`src/rtl/regfile_wb_arbiter_pkg.sv`:
```
// regfile_wb_arbiter_pkg: shared widths, levels and requester indices for the writeback arbiter
package regfile_wb_arbiter_pkg;
  localparam int RF_NUM_REQ = 3;
  localparam int RF_ADDR_W = 5;
  localparam int RF_DATA_W = 32;
  localparam logic RF_WE_ON = 1'b1;
  localparam logic [RF_DATA_W-1:0] RF_ZERO = '0;
  localparam int REQ_ALU = 0;
  localparam int REQ_LSU = 1;
  localparam int REQ_MDU = 2;
endpackage

```
`src/rtl/regfile_wb_arbiter_if.sv`:
```
// regfile_wb_arbiter_if: requester, register-file write and hazard-check signals
interface regfile_wb_arbiter_if
  import regfile_wb_arbiter_pkg::*;
#(
  parameter int NUM_REQ = RF_NUM_REQ,
  parameter int ADDR_W = RF_ADDR_W,
  parameter int DATA_W = RF_DATA_W
) ();
  logic [NUM_REQ-1:0] req_valid;
  logic [NUM_REQ-1:0] req_ready;
  logic [NUM_REQ*ADDR_W-1:0] req_addr;
  logic [NUM_REQ*DATA_W-1:0] req_data;
  logic write_en;
  logic [ADDR_W-1:0] write_addr;
  logic [DATA_W-1:0] write_data;
  logic [ADDR_W-1:0] chk_addr_1;
  logic [ADDR_W-1:0] chk_addr_2;
  logic hazard_1;
  logic hazard_2;
  modport master (
    output req_valid, req_addr, req_data, chk_addr_1, chk_addr_2,
    input req_ready, write_en, write_addr, write_data, hazard_1, hazard_2
  );
  modport slave (
    input req_valid, req_addr, req_data, chk_addr_1, chk_addr_2,
    output req_ready, write_en, write_addr, write_data, hazard_1, hazard_2
  );
endinterface

```
`src/rtl/regfile_wb_arbiter_rr_pick.sv`:
```
// rr_pick: round-robin one-hot pick starting one past the last grant
module rr_pick #(
  parameter int N = 3,
  parameter int IW = $clog2(N)
) (
  input  logic [N-1:0]  i_valid,
  input  logic [IW-1:0] i_last,
  output logic [N-1:0]  o_grant,
  output logic [IW-1:0] o_idx,
  output logic          o_any
);
  int w_j;
  // Walk from farthest to nearest so the nearest valid requester wins
  always_comb begin
    o_grant = '0;
    o_idx = i_last;
    o_any = 1'b0;
    w_j = 0;
    for (int k = N; k >= 1; k--) begin
      w_j = (int'(i_last) + k) % N;
      if (i_valid[w_j]) begin
        o_grant = '0;
        o_grant[w_j] = 1'b1;
        o_idx = IW'(w_j);
        o_any = 1'b1;
      end
    end
  end
endmodule

```
`src/rtl/regfile_wb_arbiter.sv`:
```
// regfile_wb_arbiter: round-robin writeback arbiter with registered write port and hazard check
module regfile_wb_arbiter
  import regfile_wb_arbiter_pkg::*;
#(
  parameter int NUM_REQ = RF_NUM_REQ,
  parameter int ADDR_W = RF_ADDR_W,
  parameter int DATA_W = RF_DATA_W
) (
  input logic clk,
  input logic rst,
  regfile_wb_arbiter_if.slave bus
);
  localparam int IW = $clog2(NUM_REQ);
  logic [NUM_REQ-1:0] w_valid;
  logic [NUM_REQ-1:0] w_grant;
  logic [IW-1:0] w_idx;
  logic w_any;
  logic [ADDR_W-1:0] w_addr;
  logic [DATA_W-1:0] w_data;
  logic w_hit_1;
  logic w_hit_2;
  logic [IW-1:0] r_last;
  logic r_we;
  logic [ADDR_W-1:0] r_addr;
  logic [DATA_W-1:0] r_data;
  assign w_valid = rst ? '0 : bus.req_valid;
  rr_pick #(.N(NUM_REQ), .IW(IW)) u_pick (
    .i_valid(w_valid),
    .i_last(r_last),
    .o_grant(w_grant),
    .o_idx(w_idx),
    .o_any(w_any)
  );
  assign w_addr = bus.req_addr[w_idx*ADDR_W +: ADDR_W];
  assign w_data = bus.req_data[w_idx*DATA_W +: DATA_W];
  always_ff @(posedge clk) begin
    if (rst) begin
      r_last <= IW'(NUM_REQ - 1);
      r_we <= ~RF_WE_ON;
      r_addr <= '0;
      r_data <= DATA_W'(RF_ZERO);
    end else begin
      r_we <= (w_any && w_addr != '0) ? RF_WE_ON : ~RF_WE_ON;
      if (w_any) begin
        r_last <= w_idx;
        r_addr <= w_addr;
        r_data <= w_data;
      end
    end
  end
  // Output-stage term is suppressed during reset because that write is being dropped
  always_comb begin
    w_hit_1 = (r_we == RF_WE_ON) && !rst && r_addr == bus.chk_addr_1;
    w_hit_2 = (r_we == RF_WE_ON) && !rst && r_addr == bus.chk_addr_2;
    for (int i = 0; i < NUM_REQ; i++) begin
      w_hit_1 = w_hit_1 | (bus.req_valid[i] && bus.req_addr[i*ADDR_W +: ADDR_W] == bus.chk_addr_1);
      w_hit_2 = w_hit_2 | (bus.req_valid[i] && bus.req_addr[i*ADDR_W +: ADDR_W] == bus.chk_addr_2);
    end
  end
  assign bus.req_ready = w_grant;
  assign bus.write_en = r_we;
  assign bus.write_addr = r_addr;
  assign bus.write_data = r_data;
  assign bus.hazard_1 = w_hit_1 && bus.chk_addr_1 != '0;
  assign bus.hazard_2 = w_hit_2 && bus.chk_addr_2 != '0;
endmodule

```
`src/flat_wrapper.sv`:
```
// flat-port wrapper written by rule: the top's interface ports become plain ports
module regfile_wb_arbiter_flat import regfile_wb_arbiter_pkg::*;
#(
  parameter int NUM_REQ = RF_NUM_REQ,
  parameter int ADDR_W = RF_ADDR_W,
  parameter int DATA_W = RF_DATA_W
)
  (clk, rst, bus_req_valid, bus_req_addr, bus_req_data, bus_chk_addr_1, bus_chk_addr_2, bus_req_ready, bus_write_en, bus_write_addr, bus_write_data, bus_hazard_1, bus_hazard_2);
  regfile_wb_arbiter_if #(.NUM_REQ(NUM_REQ), .ADDR_W(ADDR_W), .DATA_W(DATA_W)) bus_i ();
  input logic clk;
  input logic rst;
  input wire logic [$bits(bus_i.req_valid)-1:0] bus_req_valid;
  input wire logic [$bits(bus_i.req_addr)-1:0] bus_req_addr;
  input wire logic [$bits(bus_i.req_data)-1:0] bus_req_data;
  input wire logic [$bits(bus_i.chk_addr_1)-1:0] bus_chk_addr_1;
  input wire logic [$bits(bus_i.chk_addr_2)-1:0] bus_chk_addr_2;
  output wire logic [$bits(bus_i.req_ready)-1:0] bus_req_ready;
  output wire logic [$bits(bus_i.write_en)-1:0] bus_write_en;
  output wire logic [$bits(bus_i.write_addr)-1:0] bus_write_addr;
  output wire logic [$bits(bus_i.write_data)-1:0] bus_write_data;
  output wire logic [$bits(bus_i.hazard_1)-1:0] bus_hazard_1;
  output wire logic [$bits(bus_i.hazard_2)-1:0] bus_hazard_2;
  assign bus_i.req_valid = bus_req_valid;
  assign bus_i.req_addr = bus_req_addr;
  assign bus_i.req_data = bus_req_data;
  assign bus_i.chk_addr_1 = bus_chk_addr_1;
  assign bus_i.chk_addr_2 = bus_chk_addr_2;
  assign bus_req_ready = bus_i.req_ready;
  assign bus_write_en = bus_i.write_en;
  assign bus_write_addr = bus_i.write_addr;
  assign bus_write_data = bus_i.write_data;
  assign bus_hazard_1 = bus_i.hazard_1;
  assign bus_hazard_2 = bus_i.hazard_2;
  regfile_wb_arbiter #(.NUM_REQ(NUM_REQ), .ADDR_W(ADDR_W), .DATA_W(DATA_W)) u_core (.clk(clk), .rst(rst), .bus(bus_i));
endmodule
```
`config.mk`:
```
export PLATFORM = sky130hd
export DESIGN_NAME = regfile_wb_arbiter_flat
export DESIGN_NICKNAME = d
export VERILOG_FILES = /design/src/rtl/regfile_wb_arbiter_pkg.sv /design/src/rtl/regfile_wb_arbiter_if.sv /design/src/rtl/regfile_wb_arbiter_rr_pick.sv /design/src/rtl/regfile_wb_arbiter.sv /design/src/flat_wrapper.sv
export SDC_FILE = /design/constraint.sdc
export NUM_CORES = 1
export LEC_CHECK = 0
export BUFFER_PORTS_ARGS = -buffer_cell sky130_fd_sc_hd__buf_4
export CORE_AREA = 2 2 81 90
export CTS_CLUSTER_DIAMETER = 100
export DETAILED_ROUTE_END_ITERATION = 16
export DIE_AREA = 0 0 83 92
export PLACE_DENSITY = 0.8
export SLEW_MARGIN = 20
export SYNTH_ARGS = -nofsm -noshare
export SYNTH_HDL_FRONTEND = slang
export SYNTH_HIERARCHICAL = 1
export SYNTH_SLANG_ARGS = --single-unit
export TNS_END_PERCENT = 50
```
`constraint.sdc`:
```
create_clock -name clk -period 3.6 [get_ports clk]
set_input_delay 0.72 -clock clk [delete_from_list [all_inputs] [get_ports clk]]
set_output_delay 0.72 -clock clk [all_outputs]
set_load 0.02 [all_outputs]
```
==> run metrics, run 1 <==
Crit Path Max Fanout=21; Startpoint Class=register; Root Buffer=clkbuf_8; final worst slack=0.262 ns; most used cell, CP=buf_4; vias=3266; Clock Sinks=40; initial core utilization=0.431; die width=83 microns; critical path's slowest cell=dfxtp_1; net count after synthesis=506; hpwl dp=6950 microns; TritonCTS buffer count=5; share of post-route cells with drive strength above 1=0.358; Least-Margin Pin Slew=0.742 ns; Critical Path AT=3.49 ns; vias per inst=5.37; commonest non-fill, non-tap cells in the layout=buf_4, nor2_1, mux2i_1; I/O pin count=169; RSZ-0062 raised after global routing=false; clk slew on worst S/H paths=0.07 ns; final worst path period need=3.34 ns; GRT Resource Usage Total=0.232; total wire length=9160 microns; setup_tns=0 ns; Seq/Total Area, Yosys=0.272; Final ANT Viol Nets=0; Max stage delay on crit path=0.46 ns; Fill cells=590; Hold Path Class=reg -> reg; final clock skew=0.00430 ns; MaxCap Viol Count=0; WP buf/inv=3; R2R setup slack=0.26 ns; max-slew violations=0; status=finished, final reports clean; Tcrit/Tclk final=0.927; global placement routability congestion=0.940; critical path type=reg -> reg; post-synthesis register bit count=40; total gr overflow=0; setup violators final=0; Register Area=801 sq um; clock latency on the worst-skew pair=0.28 ns; Die Span Y=92 microns; synthesized area per cell=7.84 sq um; initial DRC count=141; DR pass1 iterations=4; critical path, cell by cell=inv_1, ha_1, nand2b_1, a221o_1, o311ai_0, o2bb2ai_4, buf_4, buf_4, mux2i_1, nor2_1, a21oi_1, a211oi_1; fmax=300 MHz; core area=6850 sq um; CTS tree=done; Layout Nets=652; Synth Cell Area=2950 sq um; setup bufs post-CTS=0; detail-routed net length per standard cell=15.1 microns; yosys warns=6; Cell Rows=32; largest net degree at the start of global routing=78; first-pass GRT wire length=14800 microns; die area=7640 sq um; DRC viols=0; cell count after synthesis=376; count of final hold-check violations=0; Power per Cell Area=892 nW/um^2; Max Buffers Root-to-Sink=2; multi-input logic area=1960 sq um; initial antenna violation count=0; pre-CTS setup slack=0.0819 ns; Pleak=2.01 nW; Slew headroom=0.499; Setup crit end kind=register; vias in the first global route=3220; commonest non-fill, non-tap cell in the layout=buf_4; ant diodes=0; Max H-tree Level=2; unique cell type count in the Yosys netlist=41; Synth-to-Final Area Change=46.3%; Peak VDD IR=0.000625 V; Req. time, crit path=3.76 ns; Largest delay share family, worst path=buffers and inverters; IO buf count=168
==> where the power goes <==
part / switching, mW / internal, mW
Sequential: 0.154 / 0.659
Combinational: 1.58 / 1.16
Clock: 0.142 / 0.156
==> final timing paths <==
check | to | from | cells after the start
worst max-delay path | u_core/bus.write_data[21] | u_core/r_last[0] | 12
worst min-delay path | u_core/bus.write_data[27] | u_core/bus.write_data[27] | 2
worst max register to register | u_core/bus.write_data[21] | u_core/r_last[0] | 12
worst min register to register | u_core/bus.write_data[27] | u_core/bus.write_data[27] | 2
==> sequential cells by signal, summed over array words and instances (netlist names) <==
signal,count
u_core/bus.write_en,1
u_core/r_last,2
u_core/bus.write_data,32
u_core/bus.write_addr,5
==> per-stage QoR <==
stage	instances	hold slack [ns]	util	power, mW	instance area (sq um)
finish	608	0.486	0.630	3.85	4320
global route	608	0.503	0.630	4.16	4320
CTS	608	0.488	0.630	3.86	4310
detailed placement	600	0.479	0.616	3.54	4220
global placement	600	0.474	0.616	3.47	4220
floorplan	376	0.517	-	2.75	2950
==> synth_stat cells <==
cell,number,area (sq um)
a21oi_1,39,195
clkbuf_1,20,75.1
o221ai_1,1,8.76
nand2b_4,1,13.8
o211a_1,1,10.0
nor2_1,81,304
nor4_1,8,50.1
buf_8,1,15.0
nor3_1,1,5.00
ha_1,4,50.1
mux2i_1,42,420
o21ba_2,1,10.0
nor2b_1,4,25.0
a311oi_1,1,8.76
and3_1,2,12.5
o32ai_1,1,8.76
a221oi_1,1,8.76
xor2_1,31,272
nand3_1,1,5.00
buf_2,8,40.0
a221o_1,2,20.0
nand2_1,6,22.5
a31oi_1,3,18.8
o311ai_0,1,8.76
a22o_1,1,8.76
dfxtp_1,40,801
o41ai_1,1,8.76
buf_1,3,11.3
a32oi_1,1,8.76
o22ai_2,1,12.5
buf_6,3,33.8
xnor2_1,7,61.3
o22ai_1,2,12.5
and2_1,2,12.5
nand3b_1,1,7.51
o2bb2ai_1,1,8.76
a211oi_1,38,285
or4_1,2,15.0
buf_4,1,7.51
inv_1,9,33.8
nand2b_1,2,12.5
==> metal layers <==
metal	wire length (microns)	track usage	vias to the layer above	part of all wire
met5	0	0	-	0
met4	131	0.0806	0	0.014
met3	594	0.0432	12	0.065
met2	4780	0.421	139	0.52
met1	3660	0.272	1499	0.40
li1	-	-	1616	-
==> logic make-up (layout without fill, tap and decap cells) <==
family,count (synthesis),count (layout),share of synthesized area
mux,42,42,0.143
buf+inv,45,192,0.0734
simple gates,111,111,0.165
compound gates,96,96,0.218
flops,40,40,0.272
fa+ha+maj,4,4,0.0170
xor+xnor,38,38,0.113
==> tightest hold or removal path, delay by kind of cell (launching register included) <==
| family | cells | cell delay [ns] |
|---|---|---|
| and+or+nand+nor | 1 | 0.08 |
| AOI/OAI and AO/OA | 1 | 0.05 |
| DFF | 1 | 0.31 |
==> repair_timing <==
item,4_1_cts,5_1_grt
hold buffers,0,0
setup endpoints to repair,0,2
gates resized for setup,0,1
==> cell type report <==
class	count	area share
timing repair buffer	175	0.307
sequential	40	0.186
tap	85	0.0246
clock buffer	8	0.0209
multi-input combinational	291	0.454
inverter	9	0.00783
(Power assumes the default switching activity.)
==> run 2, diff against run 1 <==
Settings changed: CORE_AREA 2 2 81 90 to 2 2 86 88, DIE_AREA 0 0 83 92 to 0 0 88 90, SYNTH_HIERARCHICAL 1 to not set.
==> run 2 against run 1 <==
Net effect: worst setup slack improved by 0.039 ns; critical path depth fell by 3; combinational power is 20% lower; clock power is 8.7% lower; power shrank 16%; first-iteration DRC count is 2.8% higher; via count is 2.5% lower; sequential power is 3.4% lower; non-clock buffer count rose by 1; flip-flop and latch count unchanged.
==> run metrics, run 2 <==
Critical Path AT=2.58 ns (-0.91 ns); initial core utilization=0.439 (+0.00786); CTS tree=done; final clock skew=0.00606 ns (+0.00176 ns); Slew headroom=0.533 (+0.0340); Req. time, crit path=2.88 ns (-0.88 ns); share of post-route cells with drive strength above 1=0.427 (+0.0690); total wire length=9520 microns (+3.9%); first-pass GRT wire length=15300 microns (+3.0%); Max H-tree Level=2 (unchanged); IO buf count=168 (unchanged); Pleak=1.99 nW (-0.88%); I/O pin count=169 (unchanged); GR Util met1=0.292 (+0.0204); commonest non-fill, non-tap cell in the layout=buf_4; top cell type by total area after synthesis=dfxtp_1; GRT Max-Usage Layer=met2; M3 GR Usage=0.0478 (+0.00455); die area=7920 sq um (+3.7%); TritonCTS buffer count=5 (unchanged); fmax=303 MHz (+1.2%); Startpoint Class=register; Fill cells=610 (+3.4%); clock latency on the worst-skew pair=0.28 ns (about the same); Tcrit/Tclk final=0.916 (-0.0109); top post-synthesis cells by area=dfxtp_1, a22oi_1, xor2_1; Hold Path Class=reg -> reg; vias in the first global route=3209 (-0.34%); Max Buffers Root-to-Sink=2 (unchanged); commonest non-fill, non-tap cells in the layout=buf_4, nor2_1, dfxtp_1; Min-Delay Path Depth=2 (unchanged); detail-routed net length per standard cell=16.0 microns (+6.0%); Clock Sinks=40 (unchanged); core area=7020 sq um (+2.5%); sequential power share=0.242 (+0.031); Sw Ratio=0.456 (-0.0322); setup_tns=0 ns (unchanged); die width=88 microns (+6.0%); switching power total=1.47 mW (-22%); async set-reset flop share out of synthesis=0 (unchanged); initial antenna violation count=0 (unchanged); vias=3185 (-2.5%); GRT Resource Usage Total=0.240 (+0.00846); Synth-to-Final Area Change=42.4%; Power, Total=3.23 mW (-16%); Peak VDD IR=0.000428 V (-32%); Final Cell Area=4380 sq um (+1.6%); net count after synthesis=482 (-4.7%); DRC viols=0 (unchanged); dominant synthesized flop cell=dfxtp_1; final worst path period need=3.30 ns (-0.0393 ns); Cell Rows=31 (-3.1%); final worst slack=0.301 ns (+0.0393 ns); Final ANT Viol Nets=0 (unchanged); Layout Nets=627 (-3.8%); ant diodes=0 (unchanged); RSZ-0062 raised after global routing=false; Root Buffer=clkbuf_8; status=finished, final reports clean; Die Span Y=90 microns (-2.2%); Post-DP Area=4300 sq um (+2.0%); # hold bufs at CTS=0 (unchanged); Power per Cell Area=737 nW/um^2 (-17%); DR pass1 iterations=4 (unchanged); Seq/Total Area, Yosys=0.260 (-0.0115); largest net degree at the start of global routing=74 (-5.1%); total gr overflow=0 (unchanged); most common cell in the netlist=nor2_1; hpwl dp=7530 microns (+8.3%); Pint=1.76 mW (-11%); vias per inst=5.34 (-0.52%); post-synthesis register bit count=40 (unchanged); max-slew violations=0 (unchanged); synthesized area per cell=8.75 sq um (+12%); pre-CTS setup slack=0.527 ns (+0.445 ns); Least-Margin Pin Slew=0.700 ns (-0.0415 ns); M2 GR Usage=0.417 (-0.00403); logic gate share of total power=0.673 (-0.038); top-area cell type share of the netlist area=0.260 (-0.0115); critical path type=reg -> out; yosys warns=0 (-6); synth cell count leaders=nor2_1, dfxtp_1, a22oi_1; global placement routability congestion=0.883 (-6.1%); Largest register FFs=32 (unchanged); count of final hold-check violations=0 (unchanged); clk slew on worst S/H paths=0.07 ns (about the same); clock network fraction of total power=0.085 (+0.007); Setup crit end kind=primary output; initial DRC count=145 (+2.8%); Hold Slack=0.499 ns (+0.0124 ns); unique cell type count in the Yosys netlist=49 (+20%); Synth Cell Area=3080 sq um (+4.4%); cell count after synthesis=352 (-6.4%); Crit Path Max Fanout=9 (-57%); Worst R2R Path Depth=11 (-1); MaxCap Viol Count=0 (unchanged); setup violators final=0 (unchanged); EDFF count, synth=0 (unchanged)
-- run 2: cell types whose count changed after synthesis, moves of 4 or more --
cell	previous run	this run
mux2i_1	42	3
a211oi_1	38	34
a21oi_1	39	2
nor2_1	81	43
o21ai_0	0	4
a22oi_1	0	38
mux2_1	0	18
nand3_1	1	5
mux2_2	0	20
-- run 2: final cells by class --
| type | count | area [sq um] | area share |
|---|---|---|---|
| sequential | 40 | 801 | 0.183 |
| multi-input combinational | 268 | 2040 | 0.465 |
| timing repair buffer | 176 | 1320 | 0.301 |
| clock buffer | 6 | 72.6 | 0.0166 |
| clock inverter | 1 | 5.00 | 0.00114 |
| tap | 99 | 124 | 0.0283 |
| inverter | 6 | 22.5 | 0.00514 |
-- run 2: final timing paths --
kind	start	endpoint	slack (ns)
worst max-delay path	u_core.r_last[0]	bus_req_ready[0]	0.30
worst min-delay path	u_core.bus.write_data[21]	u_core.bus.write_data[21]	0.50
worst max register to register	u_core.r_last[0]	u_core.bus.write_addr[4]	0.63
worst min register to register	u_core.bus.write_data[21]	u_core.bus.write_data[21]	0.50
-- run 2: power by group through the flow --
stage	combinational (mW)	clock (mW)	sequential, mW
finish	2.18	0.273	0.784
global route	2.37	0.297	0.813
CTS	2.18	0.282	0.785
detailed placement	2.18	0	0.794
global placement	2.14	0	0.785
floorplan	1.36	0	1.00
-- run 2: timing repair --
item | CTS | global route
buffers inserted | 0 | 0
resized for setup | 0 | 1
setup endpoints to repair | 0 | 1
-- run 2: cells by family (layout without fill, tap and decap cells) --
kind of cell	count (synthesis)	in the layout	share of synthesized area
AND/OR/NAND/NOR	83	83	0.129
adder cells (fa/ha/maj)	4	4	0.0163
AO/OA/AOI/OAI	101	101	0.250
XOR/XNOR	38	38	0.108
buffers and inverters	44	189	0.0829
multiplexers	42	42	0.154
flip-flops	40	40	0.260
-- run 2: worst max-delay path: stages (launching register included) --
cell	delay (ns)
dfxtp_1	0.41
inv_1	0.10
ha_2	0.25
mux2_4	0.33
mux2_2	0.28
and2_1	0.21
nor3_1	0.26
a22oi_1	0.11
o21ai_0	0.18
buf_4	0.17
-- run 2: through the flow --
stage / utilization / cells
after CTS: 0.624 / 596
after floorplan: - / 352
after detailed placement: 0.613 / 589
after global placement: 0.613 / 589
final: 0.624 / 596
after global routing: 0.624 / 596
-- run 2: routing by layer --
| metal | up-vias | wire length (microns) |
|---|---|---|
| met3 | 20 | 612 |
| met1 | 1452 | 3860 |
| li1 | 1593 | - |
| met2 | 120 | 4800 |
| met4 | 0 | 252 |
| met5 | - | 0 |
==> run 3, diff against run 2 <==
Settings changed: CORE_AREA 2 2 86 88 to 2 2 102 75, DIE_AREA 0 0 88 90 to 0 0 104 77, PLACE_DENSITY 0.8 to 0.79.
==> run 3 against run 2 <==
Net effect: sequential share of layout area about the same; cell count shrank 0.34%; clock skew decreased by 0.0035 ns; flip-flop and latch count unchanged; critical path depth did not move; global-route usage shrank 0.24 points; power about the same; first-iteration DRC count down 21%; register-to-register slack got worse by 0.15 ns; count of clock-buffer cells in the layout fell by 1; wire length is 0.40% higher; critical endpoint unchanged.
==> run metrics, run 3 (synthesis results as in run 2) <==
setup violators final=0 (unchanged); Root Buffer=clkbuf_8; Max Buffers Root-to-Sink=2 (unchanged); Synth-to-Final Area Change=42.1%; DRC viols=0 (unchanged); Max H-tree Level=2 (unchanged); Critical Path Start=u_core.r_last[0]; RR Startpoint=u_core.r_last[0]; Least-Margin Pin Slew=0.693 ns (-0.00730 ns); IO buf count=168 (unchanged); Worst R2R Path Depth=10 (-1); commonest non-fill, non-tap cell in the layout=buf_4; global placement routability congestion=0.909 (+3.0%); TritonCTS buffer count=5 (unchanged); final worst path period need=3.35 ns (+0.0538 ns); Peak VDD IR=0.000333 V (-22%); Pleak=1.99 nW (-0.22%); initial antenna violation count=0 (unchanged); share of post-route cells with drive strength above 1=0.425 (-0.00116); ant diodes=0 (unchanged); final cell count without fillers=594 (-0.34%); count of final hold-check violations=0 (unchanged); DR pass1 iterations=4 (unchanged); vias=3218 (+1.0%); Final ANT Viol Nets=0 (unchanged); logic gate share of total power=0.671 (-0.002); R2R setup slack=0.48 ns (-0.15 ns); # hold bufs at CTS=0 (unchanged); RR Endpoint=u_core.bus.write_data[11]; hpwl dp=7680 microns (+2.0%); initial core utilization=0.438 (about the same); die width=104 microns (+18%); sequential power share=0.242 (about the same); detail-routed net length per standard cell=16.1 microns (+0.74%); MaxCap Viol Count=0 (unchanged); max-slew violations=0 (unchanged); Clock Sinks=40 (unchanged); I/O pin count=169 (unchanged); setup bufs post-CTS=0 (unchanged); Layout Nets=626 (-0.16%); total wire length=9560 microns (+0.40%); fmax=298 MHz (-1.6%); Largest register FFs=32 (unchanged); crit path to=bus_req_ready[0]; placed cells=587 (-0.34%); die area=8010 sq um (+1.1%); Tcrit/Tclk final=0.931 (+0.0149); PostCTS Resize Cnt=0 (unchanged); clock network fraction of total power=0.087 (+0.002); Startpoint Class=register; hold path start=u_core.bus.write_data[24]; switching power total=1.49 mW (+1.0%); commonest non-fill, non-tap cells in the layout=buf_4, nor2_1, dfxtp_1; Req. time, crit path=2.88 ns (about the same); Sw Ratio=0.460 (+0.00447); setup_tns=0 ns (unchanged); vias per inst=5.42 (+1.4%); final clock skew=0.00256 ns (-0.00351 ns); clk slew on worst S/H paths=0.07 ns (about the same); Cell Rows=26 (-16%); Hold Path Class=reg -> reg; Slew headroom=0.538 (+0.00487); Pint=1.75 mW (-0.78%); core area=7030 sq um (about the same); GRT Resource Usage Total=0.238 (-0.00242); RSZ-0062 raised after global routing=false; Setup crit end kind=primary output; first-pass GRT wire length=15700 microns (+2.9%); Critical Path AT=2.63 ns (+0.05 ns); initial DRC count=114 (-21%); clock latency on the worst-skew pair=0.29 ns (about the same); Power per Cell Area=739 nW/um^2 (+0.22%); critical path type=reg -> out; total gr overflow=0 (unchanged); Crit Path Max Fanout=9 (unchanged); Die Span Y=77 microns (-14%); vias in the first global route=3204 (-0.16%); status=finished, final reports clean; CTS tree=done; largest net degree at the start of global routing=74 (unchanged)
-- run 3: cell types whose count changed in the layout (fill, tap and decap cells not counted) --
cell	change
clkbuf_1	-1
buf_4	-1
ha_1	+1
clkinvlp_4	+1
ha_2	-1
-- run 3: through the flow --
step | setup WS, ns | instance area [sq um] | utilization | hold slack, ns | power, mW
global route | 0.0981 | 4380 | 0.623 | 0.527 | 3.48
floorplan | 0.569 | 3080 | - | 0.485 | 2.37
detailed placement | 0.465 | 4300 | 0.611 | 0.493 | 2.97
global placement | 0.565 | 4300 | 0.611 | 0.488 | 2.92
finish | 0.247 | 4380 | 0.623 | 0.499 | 3.23
CTS | 0.248 | 4380 | 0.623 | 0.504 | 3.26
-- run 3: metal layers --
| layer | wire length, microns | track usage | up-vias |
|---|---|---|---|
| li1 | - | - | 1592 |
| met1 | 4160 | 0.298 | 1501 |
| met2 | 4670 | 0.411 | 116 |
| met3 | 628 | 0.0553 | 9 |
| met4 | 97 | 0.0635 | 0 |
| met5 | 0 | 0 | - |
-- run 3: power groups by stage --
stage	Combinational (mW)	Sequential [mW]	Clock, mW
2_1_floorplan	1.36	1.00	0
3_5_place_dp	2.18	0.789	0
4_1_cts	2.19	0.783	0.292
6_report	2.17	0.784	0.282
3_3_place_gp	2.14	0.780	0
5_1_grt	2.36	0.811	0.310
-- run 3: worst min-delay path by stage --
stage | endpoint | slack, ns | depth (start not counted)
finish | u_core.bus.write_data[24] | 0.50 | 2
global route | u_core.bus.write_data[30] | 0.53 | 2
CTS | u_core.bus.write_data[24] | 0.50 | 2
detailed placement | u_core.bus.write_data[24] | 0.49 | 2
global placement | u_core.bus.write_data[4] | 0.49 | 2
floorplan | u_core.r_last[0] | 0.48 | 2
-- run 3: area by class of cell --
type | count | area, sq um
repair buffers | 175 | 1310
multi-input cells | 268 | 2040
clock inverters | 2 | 12.5
well taps | 98 | 123
clock buffers | 5 | 68.8
fillers | 620 | 2650
inverters | 6 | 22.5
flip-flops and latches | 40 | 801
-- run 3: critical path: stages (launching register included) --
cell     delay (ns)
dfxtp_1        0.42
inv_1          0.09
ha_1           0.32
mux2_4         0.35
mux2_2         0.28
and2_1         0.20
nor3_1         0.26
a22oi_1        0.09
o21ai_0        0.17
buf_4          0.17
